**src/rtl/stacker_pkg.sv**
```systemverilog
// Shared types and default parameters for the stacker game engine.
// Optional build macro: STACKER_SPEEDUP_EN (the move period shrinks as the stack grows).
package stacker_pkg;

  typedef enum logic [2:0] {
    S_IDLE,
    S_LOAD,
    S_MOVE,
    S_DROP,
    S_WON,
    S_LOST
  } state_e;

  localparam int DEF_WIDTH       = 8;
  localparam int DEF_HEIGHT      = 8;
  localparam int DEF_INIT_BLOCKS = 3;
  localparam int DEF_TICK_DIV    = 4;

endpackage

```
**src/rtl/stacker_tick_gen.sv**
```systemverilog
// Period counter. It produces a one-cycle tick every 'period' clocks.
// While clr is high, the counter stays at zero and no tick is produced.
module stacker_tick_gen
  import stacker_pkg::*;
#(
  parameter int PER_W = 3
) (
  input  logic             clk,
  input  logic             reset,
  input  logic             clr,
  input  logic [PER_W-1:0] period,
  output logic             tick
);

  logic [PER_W-1:0] cnt_q;
  logic [PER_W-1:0] cnt_d;

  // Tick on the last count of the period, then wrap to zero.
  always_comb begin
    tick = !clr && (cnt_q >= (period - 1'b1));
    if (clr || tick) begin
      cnt_d = '0;
    end else begin
      cnt_d = cnt_q + 1'b1;
    end
  end

  // Counter register.
  always_ff @(posedge clk) begin
    if (reset) begin
      cnt_q <= '0;
    end else begin
      cnt_q <= cnt_d;
    end
  end

endmodule

```
**src/rtl/stacker_engine.sv**
```systemverilog
// Stacker arcade game engine. A lit block bounces across the current row.
// A go pulse drops the block onto the row below, and the block keeps only
// the cells that overlap the row below. The game is won when the top row is
// reached and lost when the overlap is empty.
// Optional build macro: STACKER_SPEEDUP_EN. When defined, the move period is
// max(1, TICK_DIV - cur_row) instead of TICK_DIV.
module stacker_engine
  import stacker_pkg::*;
#(
  parameter int WIDTH       = DEF_WIDTH,
  parameter int HEIGHT      = DEF_HEIGHT,
  parameter int INIT_BLOCKS = DEF_INIT_BLOCKS,
  parameter int TICK_DIV    = DEF_TICK_DIV
) (
  input  logic                        clk,
  input  logic                        reset,
  input  logic                        start,
  input  logic                        go,
  output logic [HEIGHT*WIDTH-1:0]     rows,
  output logic [$clog2(HEIGHT)-1:0]   cur_row,
  output logic                        busy,
  output logic                        won,
  output logic                        lost
);

  localparam int                RW        = $clog2(HEIGHT);
  localparam int                PER_W     = $clog2(TICK_DIV + 1);
  localparam logic [RW-1:0]     LAST_ROW  = RW'(HEIGHT - 1);
  localparam logic [WIDTH-1:0]  INIT_MASK = WIDTH'((64'd1 << INIT_BLOCKS) - 64'd1);

  state_e                   state_q;
  logic [HEIGHT*WIDTH-1:0]  rows_q;
  logic [RW-1:0]            cur_row_q;
  logic [WIDTH-1:0]         prev_q;
  logic [WIDTH-1:0]         blk_q;
  logic                     dir_left_q;
  logic                     busy_q;
  logic                     won_q;
  logic                     lost_q;

  logic                     tick;
  logic                     tick_clr;
  logic [PER_W-1:0]         period;
  logic [WIDTH-1:0]         cur_bits;
  logic [WIDTH-1:0]         mv_d;
  logic [WIDTH-1:0]         new_d;
  logic                     dir_left_d;

`ifdef STACKER_SPEEDUP_EN
  // Higher rows move faster, but the period never drops below one clock.
  always_comb begin
    if (int'(cur_row_q) >= TICK_DIV - 1) begin
      period = PER_W'(1);
    end else begin
      period = PER_W'(TICK_DIV - int'(cur_row_q));
    end
  end
`else
  assign period = PER_W'(TICK_DIV);
`endif

  // The counter runs only while a row is moving, so each new row starts a fresh period.
  assign tick_clr = (state_q != S_MOVE);

  stacker_tick_gen #(
    .PER_W (PER_W)
  ) u_tick (
    .clk    (clk),
    .reset  (reset),
    .clr    (tick_clr),
    .period (period),
    .tick   (tick)
  );

  // Bounce the moving row off the edges and compute the overlap with the row below.
  always_comb begin
    cur_bits   = rows_q[cur_row_q*WIDTH +: WIDTH];
    dir_left_d = dir_left_q;
    mv_d       = cur_bits;
    if (dir_left_q) begin
      if (cur_bits[WIDTH-1]) begin
        dir_left_d = 1'b0;
        mv_d       = cur_bits >> 1;
      end else begin
        mv_d       = cur_bits << 1;
      end
    end else begin
      if (cur_bits[0]) begin
        dir_left_d = 1'b1;
        mv_d       = cur_bits << 1;
      end else begin
        mv_d       = cur_bits >> 1;
      end
    end
    new_d = cur_bits & prev_q;
  end

  // Game FSM with registered status outputs.
  always_ff @(posedge clk) begin
    if (reset) begin
      state_q    <= S_IDLE;
      rows_q     <= '0;
      cur_row_q  <= '0;
      prev_q     <= '1;
      blk_q      <= '0;
      dir_left_q <= 1'b1;
      busy_q     <= 1'b0;
      won_q      <= 1'b0;
      lost_q     <= 1'b0;
    end else begin
      case (state_q)
        S_IDLE, S_WON, S_LOST: begin
          if (start) begin
            state_q    <= S_LOAD;
            rows_q     <= '0;
            cur_row_q  <= '0;
            prev_q     <= '1;
            blk_q      <= INIT_MASK;
            dir_left_q <= 1'b1;
            busy_q     <= 1'b1;
            won_q      <= 1'b0;
            lost_q     <= 1'b0;
          end
        end
        S_LOAD: begin
          rows_q[cur_row_q*WIDTH +: WIDTH] <= blk_q;
          state_q                          <= S_MOVE;
        end
        S_MOVE: begin
          // go wins over a coincident tick, so the drop uses the position the player saw.
          if (go) begin
            state_q <= S_DROP;
          end else if (tick) begin
            rows_q[cur_row_q*WIDTH +: WIDTH] <= mv_d;
            dir_left_q                       <= dir_left_d;
          end
        end
        S_DROP: begin
          rows_q[cur_row_q*WIDTH +: WIDTH] <= new_d;
          if (new_d == '0) begin
            state_q <= S_LOST;
            busy_q  <= 1'b0;
            lost_q  <= 1'b1;
          end else if (cur_row_q == LAST_ROW) begin
            state_q <= S_WON;
            busy_q  <= 1'b0;
            won_q   <= 1'b1;
          end else begin
            prev_q     <= new_d;
            blk_q      <= new_d;
            cur_row_q  <= cur_row_q + 1'b1;
            dir_left_q <= 1'b1;
            state_q    <= S_LOAD;
          end
        end
        default: begin
          state_q <= S_IDLE;
          busy_q  <= 1'b0;
        end
      endcase
    end
  end

  assign rows    = rows_q;
  assign cur_row = cur_row_q;
  assign busy    = busy_q;
  assign won     = won_q;
  assign lost    = lost_q;

endmodule

```
**config.mk**
```make
export PLATFORM = sky130hd
export DESIGN_NAME = stacker_engine
export DESIGN_NICKNAME = d
export VERILOG_FILES = /design/src/rtl/stacker_pkg.sv /design/src/rtl/stacker_tick_gen.sv /design/src/rtl/stacker_engine.sv
export SDC_FILE = /design/constraint.sdc
export NUM_CORES = 1
export LEC_CHECK = 0
export ABC_AREA = 0
export CAP_MARGIN = 5
export CORE_MARGIN = 3
export CORE_UTILIZATION = 45
export DETAILED_ROUTE_END_ITERATION = 10
export GPL_TIMING_DRIVEN = 0
export MAX_ROUTING_LAYER = met4
export PLACE_DENSITY = 0.7
export RECOVER_POWER = 50
export SYNTH_ARGS = -nofsm -noshare
export SYNTH_HDL_FRONTEND = slang
export SYNTH_HIERARCHICAL = 1
export SYNTH_SLANG_ARGS = --single-unit
```
**constraint.sdc**
```tcl
create_clock -name clk -period 5.76 [get_ports clk]
set_input_delay 0.576 -clock clk [delete_from_list [all_inputs] [get_ports clk]]
set_output_delay 0.576 -clock clk [all_outputs]
set_load 0.1 [all_outputs]
```
Yosys cells after proc, flatten, opt, wreduce, memory -nomap -nowiden:

Cells that the tools add are included.

* flip-flop bits (word level): 93
* bits in latches: 0
* bits in writable memories: 0
* memory bits (read-only): 0
* memories kept: 0

* add/subtract/negate cells: 3
* $mul: 0
* divide/modulo/power cells: 0
* magnitude comparators: 1
* equality and inequality tests: 16
* shift-type cells: 5
* multiplexer cells: 43
* bitwise operators: 2
* reductions and logical operators: 18

Operator list (count)
* $pmux W64 S4: 1
* $bwmux W64: 3
* $mux W64: 3
* $shiftx A8 B34 Y64: 3
* $shift A8 B34 Y64 const A: 1
* $shiftx A64 B7 Y8: 1
* $mux W8: 7
* $neg A6 Y34: 1
* $pmux W8 S2: 2
* $mux W3: 7
* $ne A2 B2 Y1 const B: 8
* $mux W1: 14
* $pmux W3 S4: 1
* $reduce_and A4 Y1: 3
* $eq A3 B3 Y1 const B: 3
* $and A8 B8 Y8: 1
* $logic_not A8 Y1: 1
* $add A3 B1 Y3 const B: 2
* $eq A3 B2 Y1 const B: 2
* $pmux W1 S3: 2
* $pmux W3 S2: 1
* $reduce_and A3 Y1: 2
* $reduce_and A6 Y1: 1
* $pmux W1 S2: 2
* 15 further kinds: 16

Depth between registers and ports, before layout:

* word-level depth: 8
* mapped depth: 15
* depth with buffers taken out: 14

Cells and area by module:

Netlist, hierarchy kept.

Modules (own cells, without submodules)
* stacker_engine: instances 1, cells each 831, area each 6147.1 sq um, seq. area each 1801.7 sq um
* stacker_tick_gen: instances 1, cells each 21, area each 226.5 sq um, seq. area each 60.1 sq um

Worst setup path after synthesis:

No wires, ideal clock.

* path kind: register to register
* start point: reg cur_row_q[0] (netlist: cur_row[0])
* end point: reg rows_q[27] (netlist: rows[27])
* library setup time: 0.072 ns
* data arrival time: 3.930 ns
* required time: 5.688 ns
* slack: 1.759 ns
* cell stages (with the launch flop): 14
* cell sequence: dfxtp_1 -> buf_6 -> buf_6 -> buf_2 -> inv_1 -> ha_1 -> ha_1 -> clkbuf_1 -> nor2_1 -> or4b_1 -> or3_1 -> o21ai_0 -> nand3_1 -> a2bb2oi_1

* word-level cells in the longest chain between the ends: 8
* elaborated cells on any way between the ends: 16
* those cells by class: add/sub (1); shift (5); mux (9); bitwise (1)

RTL lines
* start, declared: line stacker_engine.sv:33 `logic [RW-1:0] cur_row_q;`
* start signal, assigned: line stacker_engine.sv:151 `cur_row_q <= cur_row_q + 1'b1;`
* $shiftx A64 B7 Y8: line stacker_engine.sv:77 `cur_bits = rows_q[cur_row_q*WIDTH +: WIDTH];`
* $mux W8 (on tied branches): line stacker_engine.sv:88, stacker_engine.sv:81
* $mux W8: line stacker_engine.sv:80 `if (dir_left_q) begin`
* $shiftx A8 B34 Y64: line stacker_engine.sv:134 `rows_q[cur_row_q*WIDTH +: WIDTH] <= mv_d;`
* $bwmux W64: line stacker_engine.sv:134
* $mux W64: line stacker_engine.sv:133 `end else if (tick) begin`
* $mux W64: line stacker_engine.sv:131 `if (go) begin`
* $pmux W64 S4 *: line stacker_engine.sv:111 `case (state_q)`
* end signal, assigned by index: line stacker_engine.sv:126 `rows_q[cur_row_q*WIDTH +: WIDTH] <= blk_q;`
* end signal, assigned by index: line stacker_engine.sv:134
* end signal, assigned by index: line stacker_engine.sv:139 `rows_q[cur_row_q*WIDTH +: WIDTH] <= new_d;`
* end, declared: line stacker_engine.sv:32 `logic [HEIGHT*WIDTH-1:0] rows_q;`

Every way passes the cells marked *; elsewhere a longest branch is shown, timed or not. The select of a mux whose other input is x is not followed.
A chain may end at the register's enable or synchronous reset.

Worst setup path after layout:

* start point: reg cur_row_q[0] (netlist: cur_row[0])
* end point: reg rows_q[36] (netlist: rows[36])

The elaborated chain is that of the path after synthesis.

==> flow_metrics.env <==
export IMPL_first_global_vias=6972
export IMPL_post_route_cells_drive_above_1_share_pct=5.20
export IMPL_wl_per_cell_um=25.9
export IMPL_ctsLongestPathBuffers=2
export IMPL_stdcell_count=1119
export IMPL_fin_crit_period_ns=5.01
export IMPL_clk_transition_reported_paths_ns=0.07
export IMPL_worst_path_largest_cell_delay_ns=1.16
export IMPL_stdcell_area_mm2=0.00763
export IMPL_tritoncts="done"
export IMPL_std_cell_rows=42
export IMPL_finalHoldViolations=0
export IMPL_crit_required_ns=5.99
export IMPL_cell_type_of_the_slowest_stage_on_the_worst_timing_path="sky130_fd_sc_hd__nor3b_1"
export IMPL_gpl_final_weighted_congestion=1.04
export IMPL_r2r_slack_ns=0.75
export IMPL_cp_num_buf_inv=5
export IMPL_cts_root_buf="sky130_fd_sc_hd__clkbuf_16"
export IMPL_synth_top_area_cell="sky130_fd_sc_hd__dfxtp_1"
export IMPL_core_mm2=0.0136
export IMPL_clkSinkCount=93
export IMPL_synth_top_cells_by_count="100 x sky130_fd_sc_hd__a21oi_1, 93 x sky130_fd_sc_hd__dfxtp_1, 93 x sky130_fd_sc_hd__nor2_1"
export IMPL_power_leakage_nw=2.66
export IMPL_postCtsSetupBuffers=0
export IMPL_fillCellCount=1345
export IMPL_globalRouteOverflowTotal=0
export IMPL_synthMostInstantiatedCell="sky130_fd_sc_hd__a21oi_1"
export IMPL_worstSetupStartpointType="flop"
export IMPL_synth_edf_count=0
export IMPL_kind_of_end_point_of_the_critical_path="flop"
export IMPL_postSynthRegisterBits=93
export IMPL_final_layout_net_count=953
export IMPL_worst_path_dominant_cell_family="simple AND/OR/NAND/NOR gates"
export IMPL_ys_types=75
export IMPL_routed_via_density=6.84
export IMPL_fin_hold_ws_ns=0.461
export IMPL_grt_antenna_before_repair=0
export IMPL_total_of_buffers_placed_on_input_and_output_ports=73
export IMPL_crit_type="flop to flop"
export IMPL_synth_cell_area_mm2=0.00637
export IMPL_synth_async_reset_ratio_pct=0
export IMPL_tightest_slew_ns=1.41
export IMPL_setup_slack_ns=0.753
export IMPL_postRouteAntennaNets=0
export IMPL_grt_first_pass_wirelength_mm=43.3
export IMPL_dpl_cell_area_mm2=0.00733
export IMPL_register_area_mm2=0.00186
export IMPL_cap_viol_max_count=0
export IMPL_critical_path_cell_chain="clkbuf_1 > buf_6 > buf_2 > inv_1 > ha_1 > ha_1 > clkbuf_1 > nor3_1 > nor3b_1 > o21ai_0 > a32oi_1 > o22ai_1"
export IMPL_post_route_period_util_pct=86.9
export IMPL_fmax_mhz=200
export IMPL_regToRegStartpoint="cur_row[0]"
export IMPL_multi_input_area_mm2=0.00415
export IMPL_synth_largest_type_area_fraction_pct=29.2
export IMPL_ctsHoldBuffers=0
export IMPL_rsz0062_at_grt="false"
export IMPL_yosysWarningCount=6
export IMPL_grt_start_max_net_pins=16
export IMPL_syn_avg_cell_area_um2=7.48
export IMPL_synth_top_cells_by_area="sky130_fd_sc_hd__dfxtp_1 29%, sky130_fd_sc_hd__a21oi_1 7.9%, sky130_fd_sc_hd__o21ai_0 5.7%, sky130_fd_sc_hd__nor2_1 5.5%, sky130_fd_sc_hd__nand2_1 4.9%"
export IMPL_launch_point_of_the_critical_path="cur_row[0]"
export IMPL_hold_start="prev_q[7]"
export IMPL_io_pins=74
export IMPL_routed_via_count=7649
export IMPL_dr_first_iter_drc_count=1318
export IMPL_timing_critical_path_fanout_max=10
export IMPL_timing_clock_skew_ns=0.00837
export IMPL_reg2regPathDepth=12
export IMPL_sequential_cell_area_fraction_in_the_yosys_report_pct=29.2
export IMPL_post_route_drc_count=0
export IMPL_die_width_um=125
export IMPL_area_growth_pct=19.7
export IMPL_cts_htree_levels=3
export IMPL_detail_route_first_pass_iterations=9
export IMPL_postSynthCellCount=852
export IMPL_worstHoldEndpoint="prev_q[7]"
export IMPL_slew_viol_final=0
export IMPL_post_cts_resize_count=0
export IMPL_total_power_mw=1.89
export IMPL_setup_tns_ns=0
export IMPL_track_usage_pct=36.9
export IMPL_cts_buffers_inserted=9
export IMPL_detailedPlace_worstSlack_ns=1.34
export IMPL_worst_slew_margin_rel_pct=5.98
export IMPL_power_density_cell_area_mw_per_mm2=248
export IMPL_postLayoutCoreUtil_pct=56.3
export IMPL_holdPathStages=2
export IMPL_outcome="finished clean"
export IMPL_critical_path_arrival_ns=5.23
export IMPL_routed_wl_mm=29.0
export IMPL_hold_path_class="flop to flop"
export IMPL_vdd_drop_max_mv=0.149
export IMPL_r2r_end="rows[36]"
export IMPL_dieHeight_um=125
export IMPL_dp_hpwl_mm=21.6
export IMPL_cp_depth=12
export IMPL_place_detailed_instances=1102
export IMPL_setup_viol=0
export IMPL_initial_core_util_pct=47.0
export IMPL_design_die_area_mm2=0.0156
export IMPL_ys_flop_type="sky130_fd_sc_hd__dfxtp_1"
export IMPL_clock_latency_ns=0.36
## routing by layer
metal	share of wire (%)	track usage, %	vias up
met2	42	53.1	641
met1	40	49.2	3515
met5	0	-	-
met3	13	8.96	135
li1	-	-	3358
met4	5.1	16.6	0
## power breakdown
| group | internal, mW | switching [mW] |
|---|---|---|
| logic | 0.127 | 0.419 |
| clock network | 0.394 | 0.275 |
| registers | 0.659 | 0.0155 |
## layout make-up
type / instances / share of cell area (%)
flip-flops and latches: 93 / 24.4
well taps: 176 / 2.89
diodes: 1 / 0.0328
multi-input cells: 683 / 54.4
inverters: 15 / 0.738
plain buffers: 62 / 3.69
clock buffers: 11 / 3.18
repair buffers: 73 / 9.57
clock inverters: 5 / 1.08
## worst register-to-register path, stage by stage, from the launching register on
cell and delay, ns:
sky130_fd_sc_hd__dfxtp_1 0.40, sky130_fd_sc_hd__clkbuf_1 0.45, sky130_fd_sc_hd__buf_6 0.26, sky130_fd_sc_hd__buf_2 0.33
sky130_fd_sc_hd__inv_1 0.14, sky130_fd_sc_hd__ha_1 0.22, sky130_fd_sc_hd__ha_1 0.17, sky130_fd_sc_hd__clkbuf_1 0.28
sky130_fd_sc_hd__nor3_1 0.47, sky130_fd_sc_hd__nor3b_1 1.16, sky130_fd_sc_hd__o21ai_0 0.59, sky130_fd_sc_hd__a32oi_1 0.30
sky130_fd_sc_hd__o22ai_1 0.10
## kinds of logic after synthesis
group,count (synthesis),share of synthesized area [%]
AO/OA/AOI/OAI,326,32.4
other,2,0.118
AND/OR/NAND/NOR,301,22.1
adder cells (fa/ha/maj),12,2.36
flip-flops,93,29.2
buffers and inverters,77,5.58
multiplexers,38,7.87
XOR/XNOR,3,0.412
## registers in the layout (all words and copies together), names as in the netlist
| register | flops |
|---|---|
| dir_left_q | 1 |
| u_tick/cnt_q | 3 |
| prev_q | 8 |
| busy | 1 |
| rows | 64 |
| cur_row | 3 |
| blk_q | 8 |
| won | 1 |
| state_q | 3 |
| lost | 1 |
## worst max path at each step
stage,endpoint,slack [ns]
after floorplan,rows[27],1.76
after global placement,rows[36],1.32
after detailed placement,rows[36],1.34
after CTS,rows[36],1.32
after global routing,rows[36],0.68
final,rows[36],0.75
## placed cells by master, fill, tap and decap left out, types with 14 or more instances in the layout
cell type,netlist,final
sky130_fd_sc_hd__a21oi_1,100,100
sky130_fd_sc_hd__nor2_1,93,93
sky130_fd_sc_hd__dfxtp_1,93,93
sky130_fd_sc_hd__nand2_1,83,83
sky130_fd_sc_hd__o21ai_0,73,74
sky130_fd_sc_hd__dlygate4sd3_1,1,71
sky130_fd_sc_hd__clkbuf_1,49,54
sky130_fd_sc_hd__nand3_1,37,37
sky130_fd_sc_hd__o22ai_1,25,25
sky130_fd_sc_hd__nor3_1,24,24
sky130_fd_sc_hd__mux2i_1,24,24
sky130_fd_sc_hd__a22oi_1,24,24
sky130_fd_sc_hd__nor2b_1,16,16
sky130_fd_sc_hd__o211ai_1,14,14
Power figures use the tool's default switching activity.
==> RTL edit 1 (same flow settings) <==
Add a define of `STACKER_SPEEDUP_EN`.
--- a/src/rtl/stacker_engine.sv
+++ b/src/rtl/stacker_engine.sv
@@ -4,6 +4,8 @@
 // reached and lost when the overlap is empty.
 // Optional build macro: STACKER_SPEEDUP_EN. When defined, the move period is
 // max(1, TICK_DIV - cur_row) instead of TICK_DIV.
+`define STACKER_SPEEDUP_EN
+
 module stacker_engine
   import stacker_pkg::*;
 #(
Function: changed (Yosys sat finds a counterexample within 10 cycles, from zero or initial values and one cycle with reset high).
==> RTL edit 1 against the unedited design <==
- highest routed layer unchanged
- area after synthesis is 3.4% lower
- wire length is 2.2% lower
- final area is 3.0% lower
- maximum frequency is 7.1% lower
- largest cell class unchanged
- global-route usage is 1.7 points higher
- worst setup slack worse by 380 ps
- sequential power is 1% higher
- first-iteration DRC count is 6.2% lower
- total power is 0.42% higher
- combinational power is 6.2% higher
- core utilization is 0.63 points lower
- sequential cell count stayed put
==> RTL edit 1: results (changes against the unedited design) <==
----------------------------------------------------
[Status]
  Outcome ... finished, final reports clean (unchanged)

[Clock tree]
  Resized Gates After CTS ... 6 (was 0)

[Logic synthesis]
  Ranking of synthesized cells by instance count ... sky130_fd_sc_hd__a21oi_1 (116), sky130_fd_sc_hd__dfxtp_1 (93), sky130_fd_sc_hd__nor2_1 (74) (was sky130_fd_sc_hd__a21oi_1 (100), sky130_fd_sc_hd__dfxtp_1 (93), sky130_fd_sc_hd__nor2_1 (93))
  XOR/XNOR Fraction of Synth Area ... 0.004267 (was 0.004122)
  Multiplexer area fraction after synthesis ... 0.08128 (was 0.07872)
  Adder and majority gate portion of the synthesized area ... 0.02642 (was 0.02356)

[Global route]
  Met1 usage in global routing ... 0.5185 (was 0.4919)
  Global-route usage over all layers ... 0.3858 (was 0.3693)
  Via count of the first global-routing pass ... 6,694 (was 6,972)
  Met3 track demand over resource ... 0.09012 (was 0.08955)
  Global routing met2 resource utilization ... 0.5422 (was 0.5312)

[Placement]
  GP Congestion ... 1.096 (was 1.036)
  HPWL Detailed ... 20.45 mm (was 21.58 mm)

[Final layout]
  Number of fill cells ... 1,311 (was 1,345)
  Post-route insts no fill ... 1,068 (was 1,119)
  Total number of nets in the final design ... 905 (was 953)

[Power and ir drop]
  LEAKAGE ... 2.709 nW (was 2.655 nW)
  Power dissipated in the clock network ... 633 µW (was 669 µW)

[Critical path]
  Largest fanout of any net on the critical path ... 19 (was 10)
  Max incr delay on CP ... 540 ps (was 1160 ps)
  Arrival time of the worst setup path ... 5610 ps (was 5230 ps)
  Master of the slowest instance on the critical path ... sky130_fd_sc_hd__a2111oi_1 (was sky130_fd_sc_hd__nor3b_1)

[Timing]
  Setup clock skew after layout ... 6.231 ps (was 8.366 ps)
  Final Cycle Share ... 0.9358 (was 0.8692)

[Drt]
  Metal1 wirelength ... 11.35 mm (was 11.51 mm)

----------------------------------------------------
[RTL edit 1: cell types whose count changed in the layout (fill, tap and decap cells not counted), sizes merged, moves of 7 or more]
cell / delta
o311ai: -11
nor3: +7
o22ai: -13
nor2: -19
nand2: -27
nand3: -22
a21oi: +16
and2: +8
[RTL edit 1: logic make-up after synthesis]
| logic type | after synthesis |
|---|---|
| and+or+nand+nor | 256 |
| adders and majority gates | 13 |
| AOI/OAI and AO/OA | 321 |
| buffers and inverters | 81 |
| DFF | 93 |
| xor gates and xnor gates | 3 |
| muxes | 38 |
[RTL edit 1: area by class of cell]
class | instances | area [µm²] | area share
plain buffers | 60 | 254.0 | 0.03432
clock buffers | 11 | 252.7 | 0.03415
clock inverters | 4 | 47.55 | 0.006424
inverters | 19 | 71.32 | 0.009637
multi-input cells | 631 | 3956 | 0.5346
flip-flops and latches | 93 | 1863 | 0.2517
well taps | 176 | 220.2 | 0.02975
repair buffers | 74 | 735.7 | 0.09941
==> RTL edit 2 (same flow settings) <==
Made on the original files. Encoding of `state_e`: now one-hot (6 bits for 6 states).
--- a/src/rtl/stacker_pkg.sv
+++ b/src/rtl/stacker_pkg.sv
@@ -2,13 +2,13 @@
 // Optional build macro: STACKER_SPEEDUP_EN (the move period shrinks as the stack grows).
 package stacker_pkg;
 
-  typedef enum logic [2:0] {
-    S_IDLE,
-    S_LOAD,
-    S_MOVE,
-    S_DROP,
-    S_WON,
-    S_LOST
+  typedef enum logic [5:0] {
+    S_IDLE = 6'b000001,
+    S_LOAD = 6'b000010,
+    S_MOVE = 6'b000100,
+    S_DROP = 6'b001000,
+    S_WON  = 6'b010000,
+    S_LOST = 6'b100000
   } state_e;
 
   localparam int DEF_WIDTH       = 8;
Function: same outputs for any inputs over 4 cycles, from zero or initial values and one cycle with reset high; so few cycles prove little.
==> RTL edit 2 against the unedited design <==
- sequential cell count is 3 higher
- worst setup slack worse by 210 ps
- area after synthesis is 5.5% higher
- core utilization down 1.7 points
- synthesized cell count grew 7.4%
- via count is 8.1% higher
- clock skew up 1.1 ps
- final area rose by 4.3%
- wire length up 9.0%
Power is not compared: it rests on default switching activity, and its combinational part moved more than twofold at a synthesized area within 25%.
==> RTL edit 2: results (changes against the unedited design) <==
----------------------------------------------------
[Min path]
  Origin of the worst min-delay path ... u_tick/cnt_q[0] (was prev_q[7])
  WHS Endpoint ... u_tick/cnt_q[0] (was prev_q[7])

[Placement]
  HPWL Detailed ... 23.44 mm (was 21.58 mm)
  Total placed instance area ... 7699 µm² (was 7328 µm²)
  GP Congestion ... 1.034 (was 1.036)

[Final layout]
  N_diodes ... 0 (was 1)
  Post-route insts no fill ... 1,191 (was 1,119)
  Total number of nets in the final design ... 1,018 (was 953)
  Fraction of final layout cells with drive strength greater than 1 ... 0.06058 (was 0.05202)

[Status]
  Outcome ... finished, final reports clean (unchanged)

[Critical path]
  Max incr delay on CP ... 610 ps (was 1160 ps)
  Terminus of the critical flop-to-flop path ... prev_q[6] (was rows[36])
  Register-to-Register Setup Slack ... 550 ps (was 750 ps)
  Arrival time of the worst setup path ... 5500 ps (was 5230 ps)
  Path depth of the worst reg2reg path ... 15 (was 12)

[Drt]
  Final wirelength ... 31.65 mm (was 29.03 mm)
  Vias per inst ... 6.941 (was 6.836)
  Pre-Repair DR Iteration Count ... 8 (was 9)
  Violation count after the first detailed-routing iteration ... 1,559 (was 1,318)

[Logic synthesis]
  Ranking of synthesized cells by instance count ... sky130_fd_sc_hd__a21oi_1 (119), sky130_fd_sc_hd__nand2_1 (101), sky130_fd_sc_hd__dfxtp_1 (96) (was sky130_fd_sc_hd__a21oi_1 (100), sky130_fd_sc_hd__dfxtp_1 (93), sky130_fd_sc_hd__nor2_1 (93))
  Distinct cell type count of the synthesized netlist ... 75 (unchanged)
  Syn_area_per_cell ... 7.346 µm² (was 7.481 µm²)
  Fraction of the yosys area taken by sequential cells ... 0.2859 (was 0.2921)

[Global route]
  First-pass GRT wire length ... 46.36 mm (was 43.29 mm)
  Global-route usage over all layers ... 0.3880 (was 0.3693)
  Via count of the first global-routing pass ... 7,404 (was 6,972)

[Timing]
  Setup clock skew after layout ... 9.481 ps (was 8.366 ps)

[Power and ir drop]
  Peak VDD IR ... around 0.16 mV

----------------------------------------------------
-- RTL edit 2: cell count changes after synthesis, moves of 18 or more --
cell,before,now
sky130_fd_sc_hd__a211oi_1,8,47
sky130_fd_sc_hd__a21oi_1,100,119
sky130_fd_sc_hd__a221oi_1,4,26
sky130_fd_sc_hd__a22oi_1,24,4
sky130_fd_sc_hd__a31oi_1,6,25
sky130_fd_sc_hd__clkbuf_1,49,69
sky130_fd_sc_hd__nand2_1,83,101
sky130_fd_sc_hd__nor2_1,93,72
sky130_fd_sc_hd__o22ai_1,25,5
-- RTL edit 2: worst max path at each step --
stage                            to  slack [ps]  depth (start not counted)
after global placement      rows[5]         820                         14
after floorplan            rows[33]        1930                         13
after CTS                   rows[5]         770                         14
after detailed placement    rows[5]         840                         14
after global routing      prev_q[6]         250                         15
final                     prev_q[6]         550                         15
-- RTL edit 2: cells by family after synthesis --
| logic type | share of synthesized area |
|---|---|
| AO/OA/AOI/OAI | 0.3539 |
| adder cells (fa/ha/maj) | 0.02234 |
| XOR/XNOR | 0.005213 |
| buffers and inverters | 0.06366 |
| AND/OR/NAND/NOR | 0.1919 |
| flip-flops | 0.2859 |
| other | 0.001117 |
| multiplexers | 0.07595 |
-- RTL edit 2: per-stage QoR --
| stage | worst slack, ps | util | power, mW | hold slack, ps |
|---|---|---|---|---|
| floorplan | 1928 | - | 0.8357 | 426.2 |
| global placement | 815.1 | 0.5268 | 0.9080 | 441.5 |
| detailed placement | 837.7 | 0.5277 | 0.9090 | 451.9 |
| CTS | 774.6 | 0.5466 | 1.483 | 462.0 |
| global route | 247.3 | 0.5459 | 1.534 | 492.0 |
| finish | 547.3 | 0.5459 | 1.498 | 455.6 |
-- RTL edit 2: layer usage --
metal / share of wire / GRT usage / vias to the layer above / routed length [µm]
li1: - / - / 3615 / -
met2: 0.42 / 0.5599 / 694 / 13330
met1: 0.40 / 0.5086 / 3828 / 12680
met4: 0.058 / 0.1973 / 0 / 1824
met5: 0 / - / - / 0
met3: 0.12 / 0.08583 / 130 / 3813
-- RTL edit 2: layout make-up --
type,count,area [µm²]
multi-input cells,714,4377
well taps,184,230.2
plain buffers,87,345.3
clock inverters,5,32.53
flip-flops and latches,96,1922
inverters,19,71.32
fillers,1479,6625
repair buffers,75,743.2
clock buffers,11,242.7
-- RTL edit 2: power by group through the flow --
| stage | logic, mW | clock network, mW | registers (mW) |
|---|---|---|---|
| after floorplan | 0.128 | 0 | 0.708 |
| after global placement | 0.204 | 0 | 0.704 |
| after detailed placement | 0.205 | 0 | 0.704 |
| after CTS | 0.206 | 0.588 | 0.689 |
| after global routing | 0.229 | 0.615 | 0.690 |
| final | 0.216 | 0.592 | 0.689 |
